===== src/rtl/ram_arb_pkg.sv =====
// Shared types and helpers for the RAM port arbiter.
package ram_arb_pkg;

  typedef enum logic {
    ARB_FREE = 1'b0,
    ARB_LOCK = 1'b1
  } ram_arb_state_e;

  // Index width for n requesters, at least one bit so a single requester still has a tag.
  function automatic int unsigned idx_width(input int unsigned n);
    return (n > 1) ? $clog2(n) : 1;
  endfunction

endpackage


===== src/rtl/rr_arbiter.sv =====
// Rotating-priority picker: first set request at or above ptr_i, wrapping modulo N.
module rr_arbiter
  import ram_arb_pkg::*;
#(
  parameter int unsigned N = 4,
  localparam int unsigned IdxW = idx_width(N)
) (
  input  logic [N-1:0]    req_i,
  input  logic [IdxW-1:0] ptr_i,
  output logic [N-1:0]    gnt_o,
  output logic [IdxW-1:0] idx_o,
  output logic            any_o
);

  logic [IdxW-1:0] pos;

  always_comb begin
    gnt_o = '0;
    idx_o = '0;
    any_o = 1'b0;
    pos   = '0;
    for (int unsigned k = 0; k < N; k++) begin
      pos = IdxW'((32'(ptr_i) + k) % N);
      if (!any_o && req_i[pos]) begin
        any_o      = 1'b1;
        gnt_o[pos] = 1'b1;
        idx_o      = pos;
      end
    end
  end

endmodule


===== src/rtl/ram_port_arbiter.sv =====
// Round-robin sharing of one single-port synchronous RAM with optional locked bursts.
module ram_port_arbiter
  import ram_arb_pkg::*;
#(
  parameter int unsigned NUM_REQ    = 4,
  parameter int unsigned ADDR_WIDTH = 10,
  parameter int unsigned DATA_WIDTH = 32,
  parameter int unsigned MAX_BURST  = 8
) (
  input  logic                             clk_i,
  input  logic                             rst_i,
  input  logic [NUM_REQ-1:0]               req_valid_i,
  input  logic [NUM_REQ-1:0]               req_we_i,
  input  logic [NUM_REQ-1:0]               req_lock_i,
  input  logic [NUM_REQ*ADDR_WIDTH-1:0]    req_addr_i,
  input  logic [NUM_REQ*DATA_WIDTH-1:0]    req_wdata_i,
  output logic [NUM_REQ-1:0]               req_ready_o,
  output logic [NUM_REQ-1:0]               rsp_valid_o,
  output logic [DATA_WIDTH-1:0]            rsp_rdata_o,
  output logic                             ram_en_o,
  output logic                             ram_we_o,
  output logic [ADDR_WIDTH-1:0]            ram_addr_o,
  output logic [DATA_WIDTH-1:0]            ram_wdata_o,
  input  logic [DATA_WIDTH-1:0]            ram_rdata_i
);

  localparam int unsigned IdxW = idx_width(NUM_REQ);
  localparam int unsigned CntW = $clog2(MAX_BURST + 1);

  function automatic logic [IdxW-1:0] next_idx(input logic [IdxW-1:0] i);
    return IdxW'((32'(i) + 1) % NUM_REQ);
  endfunction

  ram_arb_state_e  state_q, state_d;
  logic [IdxW-1:0] rr_ptr_q, rr_ptr_d;
  logic [IdxW-1:0] owner_q, owner_d;
  logic [CntW-1:0] beat_cnt_q, beat_cnt_d;

  logic [NUM_REQ-1:0]    arb_gnt;
  logic [IdxW-1:0]       arb_idx, win_idx;
  logic                  arb_any, lock_hold, accept;
  logic [ADDR_WIDTH-1:0] acc_addr;
  logic [DATA_WIDTH-1:0] acc_wdata;

  logic                  ram_en_q, ram_we_q;
  logic [ADDR_WIDTH-1:0] ram_addr_q;
  logic [DATA_WIDTH-1:0] ram_wdata_q;
  logic                  rd1_q, rd2_q;
  logic [IdxW-1:0]       tag1_q, tag2_q;

  // While locked rr_ptr_q already equals owner+1, so a released lock searches from there.
  rr_arbiter #(
    .N(NUM_REQ)
  ) u_rr_arbiter (
    .req_i (req_valid_i),
    .ptr_i (rr_ptr_q),
    .gnt_o (arb_gnt),
    .idx_o (arb_idx),
    .any_o (arb_any)
  );

  assign lock_hold = (state_q == ARB_LOCK) && req_valid_i[owner_q];

  always_comb begin
    req_ready_o = '0;
    win_idx     = arb_idx;
    accept      = 1'b0;
    state_d     = state_q;
    rr_ptr_d    = rr_ptr_q;
    owner_d     = owner_q;
    beat_cnt_d  = beat_cnt_q;
    if (!rst_i) begin
      if (lock_hold) begin
        win_idx              = owner_q;
        accept               = 1'b1;
        req_ready_o[owner_q] = 1'b1;
        beat_cnt_d           = beat_cnt_q + 1'b1;
        if (!req_lock_i[owner_q] || (32'(beat_cnt_q) + 1 == MAX_BURST)) begin
          state_d  = ARB_FREE;
          rr_ptr_d = next_idx(owner_q);
        end
      end else begin
        state_d = ARB_FREE;
        if (arb_any) begin
          accept      = 1'b1;
          req_ready_o = arb_gnt;
          rr_ptr_d    = next_idx(arb_idx);
          if (req_lock_i[arb_idx] && (MAX_BURST > 1)) begin
            state_d    = ARB_LOCK;
            owner_d    = arb_idx;
            beat_cnt_d = CntW'(1);
          end
        end
      end
    end
  end

  always_comb begin
    acc_addr  = req_addr_i[32'(win_idx) * ADDR_WIDTH +: ADDR_WIDTH];
    acc_wdata = req_wdata_i[32'(win_idx) * DATA_WIDTH +: DATA_WIDTH];
  end

  always_ff @(posedge clk_i) begin
    if (rst_i) begin
      state_q     <= ARB_FREE;
      rr_ptr_q    <= '0;
      owner_q     <= '0;
      beat_cnt_q  <= '0;
      ram_en_q    <= 1'b0;
      ram_we_q    <= 1'b0;
      ram_addr_q  <= '0;
      ram_wdata_q <= '0;
      rd1_q       <= 1'b0;
      rd2_q       <= 1'b0;
      tag1_q      <= '0;
      tag2_q      <= '0;
    end else begin
      state_q    <= state_d;
      rr_ptr_q   <= rr_ptr_d;
      owner_q    <= owner_d;
      beat_cnt_q <= beat_cnt_d;
      ram_en_q   <= accept;
      ram_we_q   <= accept && req_we_i[win_idx];
      if (accept) begin
        ram_addr_q  <= acc_addr;
        ram_wdata_q <= acc_wdata;
      end
      rd1_q  <= accept && !req_we_i[win_idx];
      tag1_q <= win_idx;
      rd2_q  <= rd1_q;
      tag2_q <= tag1_q;
    end
  end

  assign ram_en_o    = ram_en_q;
  assign ram_we_o    = ram_we_q;
  assign ram_addr_o  = ram_addr_q;
  assign ram_wdata_o = ram_wdata_q;

  always_comb begin
    rsp_valid_o = '0;
    rsp_rdata_o = '0;
    if (rd2_q) begin
      rsp_valid_o[tag2_q] = 1'b1;
      rsp_rdata_o         = ram_rdata_i;
    end
  end

endmodule

===== config.mk =====
export PLATFORM = sky130hd
export DESIGN_NAME = ram_port_arbiter
export DESIGN_NICKNAME = d
export VERILOG_FILES = /design/src/rtl/ram_arb_pkg.sv /design/src/rtl/rr_arbiter.sv /design/src/rtl/ram_port_arbiter.sv
export SDC_FILE = /design/constraint.sdc
export NUM_CORES = 1
export LEC_CHECK = 0
export BUFFER_PORTS_ARGS = -buffer_cell sky130_fd_sc_hd__buf_2
export CORE_MARGIN = 5
export CORE_UTILIZATION = 30
export CTS_BUF_LIST = sky130_fd_sc_hd__clkbuf_4 sky130_fd_sc_hd__clkbuf_8
export DETAILED_ROUTE_END_ITERATION = 12
export SYNTH_ARGS = -nofsm -noshare
export SYNTH_HDL_FRONTEND = slang
export SYNTH_SLANG_ARGS = --single-unit
export TNS_END_PERCENT = 5

===== constraint.sdc =====
create_clock -name clk_i -period 4.33 [get_ports clk_i]
set_input_delay 1.0825 -clock clk_i [delete_from_list [all_inputs] [get_ports clk_i]]
set_output_delay 1.0825 -clock clk_i [all_outputs]
set_load 0.02 [all_outputs]

### Yosys cells after proc, flatten, opt, wreduce, memory -nomap -nowiden

Cells that the tools add are included.

| storage, ports and cells | value |
|---|---|
| flip-flop bits (word level) | 59 |

| cells by class | value |
|---|---|
| add/subtract/negate cells | 7 |
| eq/ne operators | 2 |
| shifts and indexed selects | 2 |
| reductions and logical operators | 23 |
| magnitude comparators | 14 |
| multiplexer cells | 60 |
| multiply operators | 1 |
| bitwise logic cells | 4 |

Operators with widths:

| cell | number |
|---|---|
| indexed part select 128 x 8 -> 32 bit | 1 |
| 2-to-1 mux 4 bit | 11 |
| indexed part select 40 x 7 -> 10 bit | 1 |
| 2-to-1 mux 32 bit | 1 |
| 2-to-1 mux 1 bit | 25 |
| less-than comparator 2 x 3 -> 1 bit, second input constant | 8 |
| 2-to-1 mux 2 bit | 9 |
| binary-select mux 1 bit (select 2 bit) | 8 |
| demux 1 bit (select 2 bit) | 6 |
| greater-or-equal comparator 2 x 1 -> 1 bit, second input constant | 6 |
| logical AND 1 bit | 12 |
| bitwise OR 4 bit | 3 |
| adder 2 x 1 -> 2 bit, second input constant | 3 |
| adder 4 x 1 -> 5 bit, second input constant | 1 |
| == test 5 x 4 -> 1 bit, second input constant | 1 |
| zero test 1 bit | 5 |
| multiplier 2 x 3 -> 5 bit, second input constant | 1 |
| adder 2 bit, second input constant | 2 |
| adder 4 x 1 -> 4 bit, second input constant | 1 |
| AND reduction 2 bit | 2 |
| nonzero test 2 bit | 2 |
| AND reduction 3 bit | 1 |
| inequality test 2 x 1 -> 1 bit, second input constant | 1 |
| logical OR 1 bit | 1 |
| inverter 1 bit | 1 |

### Logic depth before layout (Yosys ltp)

| depth | value |
|---|---|
| depth after elaboration | 18 |
| mapped depth | 13 |
| gate-level depth less buffers | 9 |

### Modules after synthesis

From an unflattened synthesis, not the netlist that was laid out.

| second synthesis, totals | value |
|---|---|
| cells, all modules | 530 |
| area, all modules | 4,367.9 µm² |

By module, submodules not included:

| module | instances | cells an instance | area an instance (µm²) |
|---|---|---|---|
| ram_port_arbiter | 1 | 485 | 3,945.0 |
| rr_arbiter | 1 | 45 | 422.9 |

### Worst setup path before layout

Ideal clock, no wire load.

| timing | value |
|---|---|
| path type | input -> output |
| start point | input req_valid_i[3] |
| end point | output req_ready_o[0] |
| cell stages on the path | 6 |
| required time | 3.248 ns |
| setup slack | 0.394 ns |
| buffers on the path | 2 |
| arrival time | 2.853 ns |
| cell sequence | buf_2 mux4_2 and2_4 buf_6 or3_1 o21ai_0 |

| between the ends | value |
|---|---|
| word-level cells in the longest chain between the ends | 15 |
| elaborated cells between the ends (all ways) | 31 |
| classes of those cells | mux: 21; bitwise: 3; reduce/logical: 7 |

RTL lines:

| element | line | text |
|---|---|---|
| start: declaration | ram_port_arbiter.sv:12 | `input logic [NUM_REQ-1:0] req_valid_i,` |
| binary-select mux 1 bit (select 2 bit) | rr_arbiter.sv:24 | `if (!any_o && req_i[pos]) begin` |
| 2-to-1 mux 1 bit (implied by the code) | rr_arbiter.sv:24 |  |
| 2-to-1 mux 1 bit | rr_arbiter.sv:24 |  |
| zero test 1 bit | rr_arbiter.sv:24 |  |
| logical AND 1 bit | rr_arbiter.sv:24 |  |
| 2-to-1 mux 1 bit | rr_arbiter.sv:24 |  |
| zero test 1 bit | rr_arbiter.sv:24 |  |
| logical AND 1 bit | rr_arbiter.sv:24 |  |
| 2-to-1 mux 1 bit | rr_arbiter.sv:24 |  |
| zero test 1 bit | rr_arbiter.sv:24 |  |
| logical AND 1 bit | rr_arbiter.sv:24 |  |
| 2-to-1 mux 4 bit / 2-to-1 mux 1 bit (equally long branches) | rr_arbiter.sv:24 |  |
| 2-to-1 mux 4 bit | ram_port_arbiter.sv:84 | `if (arb_any) begin` |
| 2-to-1 mux 4 bit (*) | ram_port_arbiter.sv:73 | `if (lock_hold) begin` |
| 2-to-1 mux 4 bit (*) | ram_port_arbiter.sv:72 | `if (!rst_i) begin` |
| end: declaration | ram_port_arbiter.sv:17 | `output logic [NUM_REQ-1:0] req_ready_o,` |

Every way passes the cells marked *; elsewhere a longest branch is shown, timed or not. The select of a mux whose other input is x is not followed.

### Worst setup path in the final report

| timing | value |
|---|---|
| start point | register rr_ptr_q[0] |
| end point | output req_ready_o[0] |

| between the ends | value |
|---|---|
| word-level cells in the longest chain between the ends | 15 |
| elaborated cells between the ends (all ways) | 51 |
| classes of those cells | add/sub: 3; order compare: 8; mux: 27; bitwise: 3; reduce/logical: 10 |

RTL lines:

| element | line | text |
|---|---|---|
| start: declaration | ram_port_arbiter.sv:35 | `logic [IdxW-1:0] rr_ptr_q, rr_ptr_d;` |
| start signal: assignment | ram_port_arbiter.sv:119 | `rr_ptr_q <= rr_ptr_d;` |
| parallel branches: the longest is 12 deep, another holds less-than comparator 2 x 3 -> 1 bit | - |  |
| 2-to-1 mux 4 bit (*) | ram_port_arbiter.sv:84 |  |
| 2-to-1 mux 4 bit (*) | ram_port_arbiter.sv:73 |  |
| 2-to-1 mux 4 bit (*) | ram_port_arbiter.sv:72 |  |

Every way passes the cells marked *. The select of a mux whose other input is x is not followed.

==> results by group <==
Status
  • Status: finished, final reports clean

Worst setup path
  • Startpoint Class: flip-flop
  • Critical-path maximum fanout: 10
  • Worst Setup Path Type: reg -> out
  • CP required: around 3300 ps
  • Setup crit end kind: output pin
  • Crit path DAT: ~3100 ps

Layout
  • Share of layout cells above drive strength 1: 46.9%
  • Fin util: a little over two fifths
  • Most common cell after layout, fill and taps aside: buf_2
  • Most frequent cells in the layout: 297 x buf_2, 92 x mux2i_1, 59 x dfxtp_1
  • Nets: 952
  • Syn-to-layout area delta: 40.4%
  • ANT cells: 0

Pwr
  • PnR Total Power: 3.29 mW
  • Comb pwr share: approximately three fifths
  • Sequential share of power: 27.2%
  • Int Power: around 1.8 mW
  • Leak: just under 3 nW
  • Pwr/cell area: between 500 and 600 mW/mm^2
  • Worst vdd ir: ~260 uV
  • Sw frac: a little under half
  • Clk network pwr share: a little over an eighth
  • Switch Pwr: around 1.5 mW

Clocking
  • Hold Buf Count CTS: 0
  • Clock tree buffer depth: 2
  • Postcts setup bufs: 0
  • CTS tree: done
  • Worst-Skew Late Latency: between 300 and 400 ps
  • CTS clk-pin slew, worst paths: approximately 70 ps
  • CTS resizes: 0
  • H-tree levels: 3
  • CTS Sinks: 59
  • Root Driver: clkbuf_8
  • CTS Buf Count: 9

Logic synthesis
  • Syn Std Cell Area: about 0.0042 mm^2
  • Ys flop type: dfxtp_1
  • Count of cell types in the netlist: 56
  • Async S/R FF share, synth: 0%
  • Net Count, Synth: 670
  • Number of synthesized register bits: ~60
  • EDFF count, synth: 0
  • Post-Syn Area per Cell: about 9.5 um^2
  • Register area share after synthesis: between 20 and 30%
  • Gate count of the mapped netlist: 447
  • Yosys warns: 0

Timing
  • Slew HR: between 40% and 50%
  • Tcrit/Tclk final: 95.6%
  • Least-Margin Pin Slew: 803 ps
  • Layout Skew: around 11 ps
  • Final-report setup violation count: 0
  • FMAX: approximately 240 MHz
  • Final hold slack: roughly 460 ps
  • Slew Limit Fails: 0
  • Fin. Hold Viols: 0
  • Final min period: a little over 4000 ps
  • PnR worst setup slack: around 190 ps
  • Setup_tns: 0 ps

Global routing
  • Largest net degree at the start of global routing: a little under 50
  • First-pass GRT wire length: about 24000 um
  • Global route overflow: 0
  • Total track usage: approximately 18%
  • Initial antenna violation count: 1
  • Vias in the first global route: roughly 4800

Place
  • PortBufs: 297
  • Pre-CTS WS: 391 ps
  • GP Congestion: 0.835
  • HPWL Detailed: 12900 um

Routing
  • Drt drc: 0
  • Via count: around 4700
  • WL per Instance: around 18 um
  • Final WL: 16100 um
  • DRC violation total after the first TritonRoute iteration: around 370
  • Via density: approximately 5.1
  • Post-DRT Antenna Nets: 0
  • 1st-pass router iterations: 7

Floorplan
  • Io pins: ~300
  • Cell Rows: 43
  • Initial Util: 30.5%
  • Die boundary width: ~130 um
  • Die height: 129 um
  • Overall die area: ~0.017 mm^2
  • Core ar.: approximately 0.014 mm^2

Worst hold path
  • HP Class: reg -> reg

Flow run
  • Max-Cap Viols: 0
[cell usage after synthesis, types with 3 or more instances]
cell,count,area (um^2)
nor2b_1,4,25.0
a22oi_1,5,37.5
buf_2,6,30.0
ha_1,9,113
or3_1,3,18.8
buf_12,7,140
mux2_2,4,45.0
inv_1,5,18.8
nor2_1,21,78.8
clkbuf_1,25,93.8
nand2_1,16,60.1
dfxtp_1,59,1180
and2_1,34,213
mux2i_1,92,921
nand3_1,4,20.0
nand2b_1,4,25.0
o21bai_1,5,37.5
o22ai_1,3,18.8
o21ai_0,8,40.0
nand3b_1,39,293
a21oi_1,5,25.0
o221ai_1,38,333
a221oi_1,9,78.8
[final cells by class]
type,count,area (um^2)
tap,180,225
multi-input combinational,342,2750
inverter,5,18.8
fill,1382,7930
timing repair buffer,312,1600
clock buffer,9,124
clock inverter,7,45.0
sequential,59,1180
[worst max-delay path, stage by stage (launching register included)]
cell and delay [ps]:
dfxtp_1 330, inv_1 150, ha_1 550, mux2i_1 370, mux2i_1 260, nor3_2 360
a22oi_1 110, nor2_1 150, a221oi_1 80, o21ai_0 170, buf_2 190
[path summary, 6_finish.rpt]
kind                                   endpoint  cells past startpoint   startpoint  slack [ps]
worst min-delay path                  tag2_q[0]                      1    tag1_q[0]         460
worst min register to register        tag2_q[0]                      1    tag1_q[0]         460
worst max-delay path             req_ready_o[0]                     10  rr_ptr_q[0]         190
worst max register to register  ram_wdata_o[15]                     10  rr_ptr_q[0]         980
[registers in the layout, summed over array words and instances, names as in the netlist]
name	cells
ram_we_o	1
ram_en_o	1
state_q	1
rd1_q	1
rr_ptr_q	2
owner_q	2
tag2_q	2
tag1_q	2
ram_wdata_o	32
rd2_q	1
beat_cnt_q	4
ram_addr_o	10
[logic make-up after synthesis]
family,share of synthesized area (%)
xor+xnor,0.207
mux,23.9
buf+inv,7.38
flops,27.9
compound gates,18.1
fa+ha+maj,2.66
simple gates,19.9
[stage by stage]
step	instance area [um^2]	instances
2_1_floorplan	4240	447
3_3_place_gp	5770	898
3_5_place_dp	5770	898
4_1_cts	5940	914
5_1_grt	5950	914
6_report	5950	914
[layer usage]
| layer | GRT usage, % | wire length (um) | vias up |
|---|---|---|---|
| met4 | 4.69 | 231 | 0 |
| met2 | 32.2 | 8280 | 215 |
| met3 | 4.69 | 1260 | 20 |
| met5 | 0 | 0 | - |
| li1 | - | - | 2268 |
| met1 | 21.3 | 6360 | 2194 |
[power groups by stage]
stage	Clock, mW	Combinational, mW	Sequential, mW
2_1_floorplan	0	1.27	1.07
3_3_place_gp	0	1.92	0.898
3_5_place_dp	0	1.95	0.906
4_1_cts	0.461	1.96	0.897
5_1_grt	0.482	2.09	0.928
6_report	0.438	1.95	0.896
Note: power is estimated with default switching activity, not from simulation.
